## src/rtl/bcd_serial_adder_ctrl.sv

```systemverilog
// Multi-digit packed-BCD add/subtract sequencer. It steps one BCD digit cell
// per cycle, least-significant digit first, between valid/ready handshakes.
//
// state  | meaning
// -------+-----------------------------------------------------------
// S_IDLE | in_ready high; waits for an operand bundle
// S_RUN  | one digit per cycle through the digit cell; busy high
// S_DONE | out_valid high; result/co/err held until out_ready
module bcd_serial_adder_ctrl #(
   parameter int DIGITS = 4
) (
   input  logic                  clk,
   input  logic                  rst,
   input  logic                  in_valid,
   output logic                  in_ready,
   input  logic [4*DIGITS-1:0]   a,
   input  logic [4*DIGITS-1:0]   b,
   input  logic                  sub,
   input  logic                  cin,
   output logic                  out_valid,
   input  logic                  out_ready,
   output logic [4*DIGITS-1:0]   result,
   output logic                  co,
   output logic                  err,
   output logic                  busy
);

   localparam int IW = (DIGITS > 1) ? $clog2(DIGITS) : 1;
   localparam logic [IW-1:0] LAST = IW'(DIGITS - 1);

   localparam logic [1:0] S_IDLE = 2'd0;
   localparam logic [1:0] S_RUN  = 2'd1;
   localparam logic [1:0] S_DONE = 2'd2;

   logic [1:0]          state;
   logic [4*DIGITS-1:0] a_q, b_q, result_q;
   logic                sub_q, carry, co_q, err_q;
   logic [IW-1:0]       idx;

   logic       bad_digit;
   logic [3:0] a_dig, b_dig, b_eff, sum;
   logic [4:0] raw;
   logic       cout;

   always_comb begin
      bad_digit = 1'b0;
      for (int i = 0; i < DIGITS; i++) begin
         if ((a[4*i +: 4] > 4'd9) || (b[4*i +: 4] > 4'd9))
            bad_digit = 1'b1;
      end
   end

   // Single BCD digit cell fed from the operand registers only
   always_comb begin
      a_dig = 4'd0;
      b_dig = 4'd0;
      for (int i = 0; i < DIGITS; i++) begin
         if (idx == IW'(i)) begin
            a_dig = a_q[4*i +: 4];
            b_dig = b_q[4*i +: 4];
         end
      end
      b_eff = sub_q ? (4'd9 - b_dig) : b_dig;
      raw   = {1'b0, a_dig} + {1'b0, b_eff} + {4'd0, carry};
      if (raw > 5'd9) begin
         sum  = raw[3:0] + 4'd6;
         cout = 1'b1;
      end else begin
         sum  = raw[3:0];
         cout = 1'b0;
      end
   end

   always_ff @(posedge clk) begin
      if (rst) begin
         state    <= S_IDLE;
         a_q      <= '0;
         b_q      <= '0;
         sub_q    <= 1'b0;
         carry    <= 1'b0;
         idx      <= '0;
         result_q <= '0;
         co_q     <= 1'b0;
         err_q    <= 1'b0;
      end else begin
         case (state)
            S_IDLE: begin
               if (in_valid) begin
                  a_q      <= a;
                  b_q      <= b;
                  sub_q    <= sub;
                  carry    <= sub ? ~cin : cin;
                  idx      <= '0;
                  result_q <= '0;
                  co_q     <= 1'b0;
                  err_q    <= bad_digit;
                  state    <= bad_digit ? S_DONE : S_RUN;
               end
            end
            S_RUN: begin
               for (int i = 0; i < DIGITS; i++) begin
                  if (idx == IW'(i))
                     result_q[4*i +: 4] <= sum;
               end
               carry <= cout;
               if (idx == LAST) begin
                  idx   <= '0;
                  co_q  <= cout;
                  state <= S_DONE;
               end else begin
                  idx <= idx + IW'(1);
               end
            end
            S_DONE: begin
               if (out_ready)
                  state <= S_IDLE;
            end
            default: state <= S_IDLE;
         endcase
      end
   end

   assign in_ready  = (state == S_IDLE);
   assign busy      = (state == S_RUN);
   assign out_valid = (state == S_DONE);
   assign result    = result_q;
   assign co        = co_q;
   assign err       = err_q;

endmodule

```

## config.mk

```make
export PLATFORM = sky130hd
export DESIGN_NAME = bcd_serial_adder_ctrl
export DESIGN_NICKNAME = d
export VERILOG_FILES = /design/src/rtl/bcd_serial_adder_ctrl.sv
export SDC_FILE = /design/constraint.sdc
export NUM_CORES = 1
export LEC_CHECK = 0
export ABC_CLOCK_PERIOD_IN_PS = 3500
export CAP_MARGIN = 10
export CELL_PAD_IN_SITES_DETAIL_PLACEMENT = 0
export CELL_PAD_IN_SITES_GLOBAL_PLACEMENT = 1
export CORE_UTILIZATION = 33
export CTS_CLUSTER_DIAMETER = 100
export DETAILED_ROUTE_END_ITERATION = 12
export GPL_ROUTABILITY_DRIVEN = 0
export GPL_TIMING_DRIVEN = 0
export HOLD_SLACK_MARGIN = 0.12
export PLACE_DENSITY = 0.84
export SLEW_MARGIN = 0
export SYNTH_ARGS = -nofsm -noshare
export SYNTH_HDL_FRONTEND = slang
export SYNTH_SLANG_ARGS = --single-unit
```

## constraint.sdc

```tcl
create_clock -name clk -period 3.5 [get_ports clk]
set_input_delay 0.35 -clock clk [delete_from_list [all_inputs] [get_ports clk]]
set_output_delay 0.35 -clock clk [all_outputs]
set_load 0.05 [all_outputs]
```

[Word level (Yosys, flattened, before mapping)]
Index checks and enable logic that the tools add are counted.
Word-level totals
  logic and storage cells: 87
  memories: 0
  output and inout port bits: 21
  latch bits: 0
  register bits after elaboration: 56
  input port bits: 38
  memory bits (read-only): 0
  RAM bits: 0
Cells by class
  add/sub/neg operators: 5
  equality and inequality tests: 11
  shifts and indexed selects: 0
  multiply operators: 0
  reductions and logical operators: 14
  mux-type cells: 35
  $lt $le $gt $ge: 9
  bitwise operators: 1
  divide/modulo/power cells: 0
Operators by type and width (count)
  $mux W4: 14
  $gt A4 B4 Y1 const B: 8
  $pmux W16 S2: 1
  $mux W16: 1
  $reduce_and A3 Y1: 5
  $mux W2: 6
  $ne A2 B1 Y1 const B: 5
  $mux W1: 9
  $eq A2 B2 Y1 const B: 3
  $pmux W2 S3: 1
  $add A4 B4 Y5: 1
  $add A5 B1 Y5: 1
  $gt A5 B4 Y1 const B: 1
  $add A4 B3 Y4 const B: 1
  $eq A2 B1 Y1 const B: 2
  $logic_not A2 Y1: 2
  $logic_or A1 B1 Y1: 4
  $pmux W1 S2: 2
  $pmux W2 S2: 1
  $reduce_and A2 Y1: 2
  $sub A4 B4 Y4 const A: 1
  $add A2 B1 Y2 const B: 1
  $ne A2 B2 Y1 const B: 1
  $reduce_bool A2 Y1: 1
  $not A1 Y1: 1

[Depth between registers and ports, before layout]
  word-level depth: 13
  mapped depth: 19
  mapped depth without buffers: 17

[Worst setup path after synthesis]
Ideal clock, no wire load.
  path kind: register to register
  start point: register idx[1]
  end point: register result_q[2], in the netlist result[2]
  clock period less this slack: 3.761 ns
  cell stages (with the launch flop): 18
  buffers on the path: 2
  data required time: 3.426 ns
  setup time: 0.074 ns
  path slack: -0.261 ns
  arrival time: 3.686 ns
  cells stage by stage: dfxtp_1 > inv_1 > ha_1 > clkbuf_1 > clkbuf_1 > nand3b_1 > a21oi_1 > a21oi_1 > nor2_1 > a21oi_1 > fa_1 > fa_1 > xor2_1 > ha_1 > a22o_1 > o311ai_4 > mux2_2 > o21ai_0
On the way
  cells in the longest elaborated chain, start to end: 13
  elaborated cells on any way between the ends: 23
  classes of those cells: add/sub (4); order compare (1); eq/ne (4); mux (12); reduce/logical (2)
RTL lines
  start: declaration: RTL line 38  | logic [IW-1:0] idx;
  start signal: assignment: RTL line 111  | idx <= idx + IW'(1);
  $logic_not A2 Y1: RTL line 58, 102
  $mux W4 (4 in series): RTL line 58  | if (idx == IW'(i)) begin
  $sub A4 B4 Y4: RTL line 63  | b_eff = sub_q ? (4'd9 - b_dig) : b_dig;
  $mux W4: RTL line 63
  $add A4 B4 Y5: RTL line 64  | raw = {1'b0, a_dig} + {1'b0, b_eff} + {4'd0, carry};
  $add A5 B1 Y5: RTL line 64
  $add A4 B3 Y4 or $gt A5 B4 Y1 (tied branches): RTL line 66, 65
  $mux W4: RTL line 65  | if (raw > 5'd9) begin
  $mux W4: RTL line 102  | if (idx == IW'(i))
  $pmux W16 S2: RTL line 86  | case (state)
  end signal: indexed assignment: RTL line 103  | result_q[4*i +: 4] <= sum;
  end: declaration: RTL line 36  | logic [4*DIGITS-1:0] a_q, b_q, result_q;
Several ways; a longest one is shown, not always the timed one. The select of a mux whose other input is x is not followed.
A chain may end at the register's enable or synchronous reset.

[Final worst setup path]
  start point: register idx[1]
  end point: register result_q[10], in the netlist result[10]
On the way
  cells in the longest elaborated chain, start to end: 13
  elaborated cells on any way between the ends: 23
  classes of those cells: add/sub (4); order compare (1); eq/ne (4); mux (12); reduce/logical (2)
RTL lines (RTL line)
  $logic_not A2 Y1: 58
  $mux W4 (4 in series): 58
  $sub A4 B4 Y4: 63
  $mux W4: 63
  $add A4 B4 Y5: 64
  $add A5 B1 Y5: 64
  $add A4 B3 Y4 or $gt A5 B4 Y1 (tied branches): 66, 65
  $mux W4: 65
  $mux W4: 102
  $pmux W16 S2: 86
Several ways; a longest one is shown, not always the timed one. The select of a mux whose other input is x is not followed.

==> key figures <==
Final layout
  – Nets@finish: 485
  – Fin area: just under 0.004 mm2
  – Fin util: 0.490
  – ANT cells: 0
  – Fillers: 786
  – Layout overhead on the synthesized area: 40.9%
  – Layout cell share with drive strength beyond 1: 0.144

Global route
  – First-pass GRT wire length: roughly 13,000 um
  – Gr usage total: 0.192
  – Antenna violations before repair: 0
  – Vias in the first global route: about 2,700
  – Largest net degree at the start of global routing: 20
  – GR Overflow Total: 0

Detailed routing
  – Total number of vias: around 2,800
  – Routed wl met2: ~3800 um
  – DRC Markers: 0
  – Max Used Layer: met4
  – WL/cell: 14.5 um
  – Initial drt markers: between 100 and 150
  – Drt pass-1 iters: 4
  – Vias per cell: 5.10
  – Met3 WL post-DR: between 300 and 400 um
  – Routed WL: between 7000 and 8000 um
  – Routed Antenna Nets: 0
  – Wire length on met1: 3570 um

Pwr
  – VDD IR-drop max: ~0.00016 V
  – P_leak: 1.40 nW
  – Power density cells: 369 mW/mm2

Timing
  – Rel. slew slack: 0.628
  – Final Max Slew Viols: 0
  – Worst-Margin Slew: around 0.56 ns
  – Max Fclk: between 200 and 300 MHz
  – RSZ-0062 raised after global routing: true
  – Fin. Hold Viols: 0
  – Max Clock Skew: 0.0144 ns
  – Post-route clock period utilization: 1.03
  – Endpoints failing setup: 11
  – Min Clock Period, post-route: approximately 3.6 ns
  – Worst Hold Slack: between 0.4 and 0.5 ns
  – Min setup slack post-route: -0.104 ns

Clocking
  – H-tree depth: 2
  – Sink Count: 56
  – Clock transition at path regs: approximately 0.10 ns
  – CTS tree: built
  – Clk Tree Root Cell: clkbuf_8
  – Clock buffer depth: 2
  – Total CTS buffers: 5
  – Worst skew pair latency: 0.32 ns

Status
  – Failing checks: negative setup slack
  – Status: complete, but fails checks

Worst setup path
  – Reg-to-reg slack, setup: -0.10 ns
  – Crit end category: flop
  – Critical Path RT: between 3 and 4 ns
  – CP max FO: 8
  – Crit start category: flop
  – CP Data Arrival Time: 3.86 ns
  – Critical path class: reg2reg

Floorplanning
  – DIE WIDTH: 93.2 um
  – Die footprint: between 0.008 and 0.009 mm2
  – Core area: between 0.007 and 0.008 mm2
  – Die Span Y: about 93 um
  – Io pins: just under 60
  – Initial Util: 0.348
  – Row Count: 32

Placed design
  – Detailed Place HPWL: 5830 um
  – Post-DP Area: roughly 0.0035 mm2
  – IO Port Bufs: between 50 and 60

Min path
  – Hold WC Path Type: reg2reg

Synthesis
  – Number of synthesized flops with an enable pin: 0
  – Post-Synthesis Cell Area: about 0.0027 mm2
  – Syn Inst Count: 359
  – Mean Syn Cell Area: between 7 and 8 um2
  – Seq/Total Area, Yosys: 0.408
  – Post-synth ARST share: 0
  – Synth unique cells: 36
  – Synthesized Nets: roughly 400
  – Yosys warns: 0
  – Register bit count reported by yosys: 56
  – Top_reg_cell synth: dfxtp_1

Job
  – Max-Cap Viols: 0
## per-stage QoR
stage                     cells  power (W)  worst slack (ns)  setup TNS, ns
after floorplan             359   0.000875           -0.0242        -0.0968
after global placement      519   0.000976            -0.374          -3.94
after detailed placement    519   0.000982            -0.425          -4.59
after CTS                   538    0.00140           -0.0802         -0.433
after global routing        539    0.00149            -0.256          -2.87
final                       539    0.00143            -0.104         -0.670
## critical path, cell delays in order (launching register included)
cell and delay [ns]:
dfxtp_4 0.39, inv_4 0.05, ha_4 0.19, clkbuf_16 0.16, nand3b_1 0.16, a21oi_2 0.16, a21oi_2 0.05, nor2_1 0.11
a21oi_2 0.06, fa_2 0.38, fa_2 0.39, xor2_2 0.16, ha_2 0.20, a22o_4 0.26, o311ai_4 0.31, mux2_4 0.38
o21ai_2 0.13
## timing repair
action	CTS	global route
endpoints found under the setup margin	14	14
gates cloned	0	0
resized for setup	24	16
pin swaps	19	8
buffers inserted	12	1
hold buffers	0	0
## cell families (layout without fill, tap and decap cells)
family,count (synthesis),after routing,share of synthesized area
simple gates,147,147,0.248
mux,3,3,0.0114
buf+inv,32,110,0.0446
flops,56,56,0.408
fa+ha+maj,11,11,0.0556
xor+xnor,5,5,0.0159
compound gates,105,105,0.216
## flip-flops by register name (all words and copies together) (netlist names)
signal and cells:
a_q 16, idx 2, err 1, sub_q 1
carry 1, state 2, b_q 16, co 1
result 16
## layout make-up
cell class              count  area [um2]  share of cell area
flip-flops and latches     56        1130               0.292
multi-input cells         271        1640               0.424
repair buffers             71         686               0.177
clock inverters             3        27.5             0.00712
clock buffers               5        68.8              0.0178
plain buffers              23         155              0.0401
inverters                   8        35.0             0.00906
well taps                 102         128              0.0330
## placed cells by master (no fill, tap or decap), drive strengths merged, types with 4 or more instances in the layout
cell | Yosys | final
ha | 9 | 9
buf | 2 | 16
clkdlybuf4s50 | 0 | 58
nor2b | 7 | 7
o21ai | 26 | 26
o31ai | 4 | 4
a21oi | 62 | 62
or2 | 5 | 5
nand3b | 18 | 18
nor3 | 6 | 6
nand2 | 87 | 87
dfxtp | 56 | 56
clkbuf | 22 | 25
a21o | 5 | 5
nor2 | 15 | 15
inv | 8 | 9
## power breakdown
| group | internal (W) | switching [W] | total (W) | leakage [nW] |
|---|---|---|---|---|
| Sequential | 0.000663 | 0.0000161 | 0.000679 | 0.459 |
| Combinational | 0.000179 | 0.000184 | 0.000363 | 0.897 |
| Clock | 0.000148 | 0.000237 | 0.000384 | 0.0463 |
| Total | 0.000989 | 0.000437 | 0.00143 | 1.40 |
## path summary, 6_finish.rpt
kind	cells after the start	end	start
worst max register to register	16	result[10]$_SDFFE_PP0P_	idx[1]$_SDFFE_PP0P_
worst min-delay path	2	a_q[11]$_SDFFE_PP0P_	a_q[11]$_SDFFE_PP0P_
worst max-delay path	16	result[10]$_SDFFE_PP0P_	idx[1]$_SDFFE_PP0P_
worst min register to register	2	a_q[11]$_SDFFE_PP0P_	a_q[11]$_SDFFE_PP0P_
## routing by layer
layer  global-route usage  vias to the layer above
met3               0.0285                       10
met4               0.0513                        0
met2                0.334                       63
met5                    0                        -
li1                     -                     1374
met1                0.246                     1304
## Yosys cell counts (2+ instances only)
cell type / count / share of area
inv_1: 7 / 0.0096
a21oi_1: 62 / 0.11
nor2_1: 15 / 0.020
nand2_1: 87 / 0.12
buf_2: 2 / 0.0036
xor2_1: 2 / 0.0064
nor3_1: 6 / 0.011
fa_1: 2 / 0.015
ha_1: 9 / 0.041
a21o_1: 5 / 0.014
o31ai_1: 4 / 0.011
nand3b_1: 18 / 0.049
dfxtp_1: 56 / 0.41
o21ai_0: 25 / 0.046
mux2i_1: 2 / 0.0073
nor2b_1: 7 / 0.016
nand4_1: 2 / 0.0046
nand2b_1: 3 / 0.0068
xnor2_1: 3 / 0.0096
or2_2: 5 / 0.011
clkbuf_1: 22 / 0.030
(Power assumes the default switching activity.)
